==> config.mk <==
export PLATFORM = sky130hd
export DESIGN_NAME = sync_fifo
export DESIGN_NICKNAME = d
export VERILOG_FILES = /design/src/rtl/fifo_pkg.sv /design/src/rtl/sync_fifo_mem.sv /design/src/rtl/sync_fifo.sv
export SDC_FILE = /design/constraint.sdc
export NUM_CORES = 1
export LEC_CHECK = 0
export CELL_PAD_IN_SITES_DETAIL_PLACEMENT = 0
export CELL_PAD_IN_SITES_GLOBAL_PLACEMENT = 1
export CORE_ASPECT_RATIO = 0.9
export CORE_MARGIN = 10
export CORE_UTILIZATION = 51
export CTS_CLUSTER_SIZE = 12
export DETAILED_ROUTE_END_ITERATION = 12
export MAX_ROUTING_LAYER = met4
export PLACE_DENSITY_LB_ADDON = 0.1
export SYNTH_ARGS = -nofsm -noshare
export SYNTH_HDL_FRONTEND = slang
export SYNTH_SLANG_ARGS = --single-unit
export TNS_END_PERCENT = 100
==> constraint.sdc <==
create_clock -name clk -period 4.9 [get_ports clk]
set_clock_uncertainty 0.15 [all_clocks]
set_input_delay 0.49 -clock clk [delete_from_list [all_inputs] [get_ports clk]]
set_output_delay 0.49 -clock clk [all_outputs]
set_load 0.05 [all_outputs]
==> src/rtl/fifo_pkg.sv <==
// Shared types and helpers for the single-clock FIFO family.
package fifo_pkg;

    localparam int FIFO_MAX_DEPTH_LOG2 = 8;

    typedef struct packed {
        logic empty;
        logic full;
        logic almost_empty;
        logic almost_full;
    } fifo_status_t;

    // Count needs one extra bit so that DEPTH itself is representable.
    function automatic int fifo_cnt_w(input int depth_log2);
        return depth_log2 + 1;
    endfunction

endpackage

==> src/rtl/sync_fifo_mem.sv <==
// WIDTH x 2**DEPTH_LOG2 register array: one synchronous write port, one asynchronous read port.
module sync_fifo_mem #(
    parameter int WIDTH      = 8,
    parameter int DEPTH_LOG2 = 4
) (
    input  logic                  clk,
    input  logic                  we,
    input  logic [DEPTH_LOG2-1:0] waddr,
    input  logic [WIDTH-1:0]      wdata,
    input  logic [DEPTH_LOG2-1:0] raddr,
    output logic [WIDTH-1:0]      rdata
);

    localparam int DEPTH = 2 ** DEPTH_LOG2;

    logic [WIDTH-1:0] mem [DEPTH];

    always_ff @(posedge clk) begin
        if (we)
            mem[waddr] <= wdata;
    end

    assign rdata = mem[raddr];

endmodule

==> src/rtl/sync_fifo.sv <==
// Parametrised single-clock FIFO with threshold flags and sticky error flags.
// Define SYNC_FIFO_FWFT_EN for show-ahead (first-word-fall-through) reads.
module sync_fifo
    import fifo_pkg::*;
#(
    parameter int WIDTH      = 8,
    parameter int DEPTH_LOG2 = 4,
    parameter int AF_LEVEL   = 2 ** DEPTH_LOG2 - 1,
    parameter int AE_LEVEL   = 1
) (
    input  logic                  clk,
    input  logic                  reset,
    input  logic                  write,
    input  logic [WIDTH-1:0]      wr_data,
    input  logic                  read,
    output logic [WIDTH-1:0]      rd_data,
    output logic                  rd_valid,
    output logic                  empty,
    output logic                  full,
    output logic                  almost_empty,
    output logic                  almost_full,
    output logic [DEPTH_LOG2:0]   count,
    output logic                  overflow,
    output logic                  underflow,
    input  logic                  clr_err
);

    localparam int DEPTH = 2 ** DEPTH_LOG2;
    localparam int CNT_W = fifo_cnt_w(DEPTH_LOG2);

    if (WIDTH < 1) begin : g_bad_width
        $error("sync_fifo: WIDTH must be >= 1");
    end
    if (DEPTH_LOG2 < 1 || DEPTH_LOG2 > FIFO_MAX_DEPTH_LOG2) begin : g_bad_depth
        $error("sync_fifo: DEPTH_LOG2 out of range");
    end
    if (AF_LEVEL < 1 || AF_LEVEL > DEPTH) begin : g_bad_af
        $error("sync_fifo: AF_LEVEL out of range");
    end
    if (AE_LEVEL < 0 || AE_LEVEL >= AF_LEVEL) begin : g_bad_ae
        $error("sync_fifo: AE_LEVEL out of range");
    end

    logic [DEPTH_LOG2-1:0] wr_ptr;
    logic [DEPTH_LOG2-1:0] rd_ptr;
    logic [CNT_W-1:0]      cnt;
    logic                  rd_acc;
    logic                  wr_acc;
    logic [WIDTH-1:0]      mem_rdata;
    fifo_status_t          status;

    // Flags decode from the registered count only, never from this cycle's requests.
    always_comb begin
        status              = '0;
        status.empty        = (cnt == '0);
        status.full         = (cnt == CNT_W'(DEPTH));
        status.almost_empty = (cnt <= CNT_W'(AE_LEVEL));
        status.almost_full  = (cnt >= CNT_W'(AF_LEVEL));
    end

    assign empty        = status.empty;
    assign full         = status.full;
    assign almost_empty = status.almost_empty;
    assign almost_full  = status.almost_full;
    assign count        = cnt;

    assign rd_acc = read & ~status.empty;
    assign wr_acc = write & (~status.full | rd_acc);

    sync_fifo_mem #(
        .WIDTH      (WIDTH),
        .DEPTH_LOG2 (DEPTH_LOG2)
    ) u_mem (
        .clk   (clk),
        .we    (wr_acc),
        .waddr (wr_ptr),
        .wdata (wr_data),
        .raddr (rd_ptr),
        .rdata (mem_rdata)
    );

    always_ff @(posedge clk) begin
        if (reset) begin
            wr_ptr    <= '0;
            rd_ptr    <= '0;
            cnt       <= '0;
            overflow  <= 1'b0;
            underflow <= 1'b0;
        end else begin
            if (wr_acc)
                wr_ptr <= wr_ptr + DEPTH_LOG2'(1);
            if (rd_acc)
                rd_ptr <= rd_ptr + DEPTH_LOG2'(1);
            cnt       <= cnt + CNT_W'(wr_acc) - CNT_W'(rd_acc);
            // A new error event takes priority over a coincident clear.
            overflow  <= (write & ~wr_acc) | (overflow & ~clr_err);
            underflow <= (read & status.empty) | (underflow & ~clr_err);
        end
    end

`ifdef SYNC_FIFO_FWFT_EN
    // Head word is shown directly; gated while empty so stale storage never leaks out.
    assign rd_data  = status.empty ? '0 : mem_rdata;
    assign rd_valid = ~status.empty;
`else
    logic [WIDTH-1:0] rd_data_r;
    logic             rd_valid_r;

    always_ff @(posedge clk) begin
        if (reset) begin
            rd_data_r  <= '0;
            rd_valid_r <= 1'b0;
        end else begin
            rd_valid_r <= rd_acc;
            if (rd_acc)
                rd_data_r <= mem_rdata;
        end
    end

    assign rd_data  = rd_data_r;
    assign rd_valid = rd_valid_r;
`endif

endmodule

==> impl_metrics.toml, run 1 <==
[run_status]
status = "complete, no violations"

[drt]
routed_wl_um = 12400
vias = 3082
drt-initial-drc-count = 282
routedWlPerCell_um = 22.6
firstDrtPassIters = 5
viasPerCell = 5.61
antenna_violating_nets_post_route = 0
drcViolationCount = 0

[logic_synthesis]
synth_common_cells = "edfxtp_1, mux4_2, nor2_1"
synth.distinct_cells = 36
synth.net_count = 371
async_reset_ff_share_pct = 0
synth_ff_type = "edfxtp_1"
yosysTopAreaCell = "edfxtp_1"
syn_area_mm2 = 0.00615
yosysTopAreaCellShare_pct = 62.5
syn_area_per_cell_um2 = 18.0
yosys-top-cells-area = "edfxtp_1, mux4_2, dfxtp_1"
ys_seq_area_share_pct = 70.3
synth_edf_count = 128
syn_inst = 341
yosysWarnings = 0
yosys_register_bits = 152
yosys.cell_count.top_type = "edfxtp_1"

[setup_path]
rrSetupSlack_ns = 1.88
critical_path_arrival_ns = 2.59
start_kind = "flip-flop"
crit_fanout = 5
end_kind = "primary output"
r2r-end = "u_mem.mem[1][0]$_DFFE_PP_"
worstRegToRegCells = 6
critPathLaunch = "count[2]$_SDFF_PP0_"
worstReg2RegStart = "count[2]$_SDFF_PP0_"
path_class = "flip-flop to primary output"
endpoint = "empty"
required_ns = 4.26

[placement]
gp_congestion = 0.757
io_buffers = 32
placed_area_mm2 = 0.00660
place_ws_ns = 1.68
dp_hpwl_um = 8050

[timing]
fin_ws_ns = 1.67
hold_violations = 0
post-route-period-util_pct = 66.0
setup_viol = 0
rsz0062_at_grt = "false"
fin_crit_ns = 3.23
slew_headroom_pct = 17.0
timing.fmax_mhz = 309
worstMarginPinSlew_ns = 1.23
finalMaxSlewViolations = 0
setup_tns_ns = 0

[clock_tree]
cts_buffers = 17
cts_buffer_depth = 2
clkSlewWorstSetupHoldPaths_ns = 0.06
clkSinkCount = 152
htree_levels = 4
clkLatencyLatePin_ns = 0.43
cts_resized = 0
clockRootBuffer = "clkbuf_16"
cts_setup_buffers = 0
cts_tree = "built"
ctsHoldBuffers = 0

[floorplanning]
io_pins = 33
core_mm2 = 0.0116
die_area_mm2 = 0.0169
die_w_um = 136
num_rows = 37
start_util_pct = 53.0
die_h_um = 124

[min_path]
whs_path_depth = 2
worst_hold_path_type = "flip-flop to flip-flop"

[power]
peakVddDrop_mv = 0.316
power.total_mw = 3.83
p_leak_nw = 2.35
p_per_area_mw_per_mm2 = 532

[grt]
grt_start_max_net_pins = 27
grt_pass1_wl_um = 19400
antenna_found_initial = 0
track_usage_pct = 16.0
grt.overflow.total = 0
grt_pass1_vias = 3143

[layout]
areaGrowthSynthToFinish_pct = 16.9
antenna_cells = 0
final_area_mm2 = 0.00719
drive_above_1_share_pct = 17.8
fill_cells = 848
nNetsFinal = 410

[job]
maxCapViolations = 0
-- per-stage QoR --
step / instances / util, % / hold slack [ns]
after global routing: 549 / 61.9 / 0.388
after floorplan: 341 / - / 0.317
after global placement: 517 / 56.8 / 0.340
after detailed placement: 517 / 56.8 / 0.346
after CTS: 549 / 61.9 / 0.351
final: 549 / 61.9 / 0.352
-- flip-flops by register name (all words and copies together), names as in the netlist --
name	flops
u_mem.mem	128
count	5
underflow	1
overflow	1
rd_ptr	4
wr_ptr	4
rd_data	8
rd_valid	1
-- critical path, stage by stage (launching register included) --
cell             delay [ns]
dfxtp_1                0.35
inv_1                  0.14
ha_1                   0.24
or4b_4                 0.52
inv_1                  0.10
clkdlybuf4s50_1        0.81
-- final cells by class --
class / instances / area (um^2) / area share [%]
clock buffer: 20 / 437 / 6.07
clock inverter: 12 / 153 / 2.12
inverter: 12 / 45.0 / 0.626
multi-input combinational: 160 / 1680 / 23.3
sequential: 152 / 4330 / 60.1
tap: 156 / 195 / 2.71
timing repair buffer: 37 / 358 / 4.98
-- power breakdown --
group	switching (mW)	internal [mW]	total, mW
sequential	0.0905	1.48	1.57
clock	0.508	0.798	1.31
combinational	0.554	0.395	0.949
total	1.15	2.67	3.83
-- layer usage --
| metal | vias to the layer above | track usage, % | routed length, um |
|---|---|---|---|
| met2 | 88 | 21.8 | 5750 |
| met4 | 0 | 5.73 | 106 |
| met1 | 1569 | 22.4 | 5840 |
| met3 | 9 | 4.43 | 720 |
| li1 | 1416 | - | - |
| met5 | - | - | 0 |
-- layout by cell type (no fill, tap or decap), types with 12 or more instances in the layout --
cell type,count
mux4_2,32
ha_1,16
clkdlybuf4s50_1,32
mux2i_1,18
edfxtp_1,128
nor2_1,27
inv_1,12
dfxtp_1,23
clkbuf_16,17
-- kinds of logic after synthesis --
family / Yosys count / synth area share (%)
muxes: 50 / 14.6
DFF: 152 / 70.3
and+or+nand+nor: 63 / 5.37
AOI/OAI and AO/OA: 22 / 2.56
buffers and inverters: 29 / 2.46
adders and majority gates: 17 / 3.58
xor gates and xnor gates: 8 / 1.14
-- how the worst min path moves through the flow --
| stage | startpoint | endpoint | slack, ns |
|---|---|---|---|
| 2_1_floorplan | rd_ptr[3]$_SDFFE_PP0N_ | rd_ptr[3]$_SDFFE_PP0N_ | 0.32 |
| 3_3_place_gp | rd_ptr[3]$_SDFFE_PP0N_ | rd_ptr[3]$_SDFFE_PP0N_ | 0.34 |
| 3_5_place_dp | rd_ptr[3]$_SDFFE_PP0N_ | rd_ptr[3]$_SDFFE_PP0N_ | 0.35 |
| 4_1_cts | rd_ptr[3]$_SDFFE_PP0N_ | rd_ptr[3]$_SDFFE_PP0N_ | 0.35 |
| 5_1_grt | rd_ptr[3]$_SDFFE_PP0N_ | rd_ptr[3]$_SDFFE_PP0N_ | 0.39 |
| 6_report | rd_ptr[3]$_SDFFE_PP0N_ | rd_ptr[3]$_SDFFE_PP0N_ | 0.35 |
No activity file was read; power rests on OpenSTA's default activity.
==> run 2: changes to the inputs <==
--- a/config.mk
+++ b/config.mk
@@ -9,7 +9,7 @@
 export CELL_PAD_IN_SITES_GLOBAL_PLACEMENT = 1
 export CORE_ASPECT_RATIO = 0.9
 export CORE_MARGIN = 10
-export CORE_UTILIZATION = 51
+export CORE_UTILIZATION = 46
 export CTS_CLUSTER_SIZE = 12
 export DETAILED_ROUTE_END_ITERATION = 12
 export MAX_ROUTING_LAYER = met4
==> constraint.sdc (replaced) <==
create_clock -name clk -period 2.7 [get_ports clk]
set_clock_uncertainty 0.15 [all_clocks]
set_input_delay 0.27 -clock clk [delete_from_list [all_inputs] [get_ports clk]]
set_output_delay 0.27 -clock clk [all_outputs]
set_load 0.05 [all_outputs]
==> impl_metrics.toml, run 2 (synthesis gave the netlist of run 1 again) <==
[layout]
utilization_pct = 56.3
drive_above_1_share_pct = 24.9
fin_cells = 587
final_cell_mix = "edfxtp_1, mux4_2, buf_4"
areaGrowthSynthToFinish_pct = 20.9
mostFrequentLayoutCell = "edfxtp_1"
top_register = "u_mem.mem"
largest_reg_flops = 128
nNetsFinal = 435

[run_status]
status = "complete, no violations"

[grt]
antenna_found_initial = 0
grt.overflow.total = 0
grt_pass1_wl_um = 19500
grt_start_max_net_pins = 35
track_usage_pct = 15.0
grt_pass1_vias = 3257

[placement]
place_inst = 551
dp_hpwl_um = 8270
gp_congestion = 0.799
io_buffers = 32

[setup_path]
rrSetupSlack_ns = 0.09
start_kind = "flip-flop"
worstRegToRegCells = 13
required_ns = 2.86
critical_path_arrival_ns = 2.77
crit_fanout = 4
end_kind = "flip-flop"
path_class = "flip-flop to flip-flop"

[drt]
vias = 3179
routedWlPerCell_um = 21.7
drt-initial-drc-count = 239
drcViolationCount = 0
routed_wl_um = 12700
antenna_violating_nets_post_route = 0
firstDrtPassIters = 5
viasPerCell = 5.42

[timing]
slew_headroom_pct = 39.7
fin_crit_ns = 2.61
setup_viol = 0
worstMarginPinSlew_ns = 0.901
rsz0062_at_grt = "false"
finalMaxSlewViolations = 0
setup_tns_ns = 0
post-route-period-util_pct = 96.6
hold_violations = 0
timing.fmax_mhz = 383

[clock_tree]
htree_levels = 4
clockRootBuffer = "clkbuf_16"
clkLatencyLatePin_ns = 0.42
ctsHoldBuffers = 0
cts_tree = "built"
cts_buffer_depth = 2
clkSinkCount = 152
clkSlewWorstSetupHoldPaths_ns = 0.06
cts_buffers = 17

[floorplanning]
io_pins = 33
num_rows = 40
die_w_um = 142
die_area_mm2 = 0.0184
core_mm2 = 0.0132
start_util_pct = 46.6
die_h_um = 130

[min_path]
worst_hold_path_type = "flip-flop to flip-flop"
whs_path_depth = 2

[power]
p_per_area_mw_per_mm2 = 941
peakVddDrop_mv = 0.563
p_leak_nw = 2.51

[job]
maxCapViolations = 0
-- run 2: changes by cell type in the layout (fill, tap and decap cells not counted), moves of 3 or more --
cell,previous run,this run
inv_1,12,9
buf_4,5,30
dfxtp_1,23,20
clkdlybuf4s50_1,32,29
-- run 2: final timing paths --
kind,from,endpoint
max,count[3]$_SDFF_PP0_,count[4]$_SDFF_PP0_
min,rd_data[4]$_SDFFE_PP0N_,rd_data[4]$_SDFFE_PP0N_
max reg2reg,count[3]$_SDFF_PP0_,count[4]$_SDFF_PP0_
min reg2reg,rd_data[4]$_SDFFE_PP0N_,rd_data[4]$_SDFFE_PP0N_
-- run 2: final cells by class --
cell class	instances	area [um^2]
diodes	1	2.50
clock buffers	22	444
clock inverters	10	128
fillers	1057	5770
inverters	12	50.0
multi-input cells	160	1720
flip-flops and latches	152	4330
well taps	168	210
repair buffers	62	557
-- run 2: power by group --
group / switching (mW) / internal [mW] / total [mW]
Sequential: 0.111 / 2.70 / 2.81
Combinational: 1.12 / 0.783 / 1.90
Clock: 0.852 / 1.44 / 2.29
Total: 2.08 / 4.92 / 7.00
-- run 2: metrics by stage --
stage / setup slack (ns) / hold slack (ns) / power [mW] / instance area [um^2]
floorplan: 0.0464 / 0.219 / 4.17 / 6170
global placement: 0.143 / 0.347 / 4.70 / 6810
detailed placement: 0.107 / 0.351 / 4.71 / 6810
CTS: 0.0355 / 0.364 / 7.01 / 7380
global route: 0.00139 / 0.378 / 7.34 / 7440
finish: 0.0906 / 0.357 / 7.00 / 7440
-- run 2: routing by layer --
layer | vias to the layer above | GRT usage, % | wire length (um)
li1 | 1466 | - | -
met4 | 0 | 5.89 | 155
met5 | - | - | 0
met3 | 14 | 3.81 | 562
met1 | 1628 | 18.8 | 5710
met2 | 71 | 23.1 | 6300
-- run 2: repair_timing --
action | 4_1_cts | 5_1_grt
resized for setup | 1 | 10
setup buffers | 0 | 3
pin swaps | 0 | 8
setup endpoints to repair | 1 | 2
-- run 2: worst max-delay path, cell delays in order (launching register included) --
cell and delay, ns:
dfxtp_4 0.36, inv_4 0.07, ha_4 0.14, or4b_4 0.51, nand2_4 0.11, nand2_2 0.05, nand2_2 0.07, ha_4 0.13
inv_2 0.04, fa_2 0.36, o21bai_1 0.20, a21oi_2 0.09, xnor2_1 0.16, nor2_1 0.06
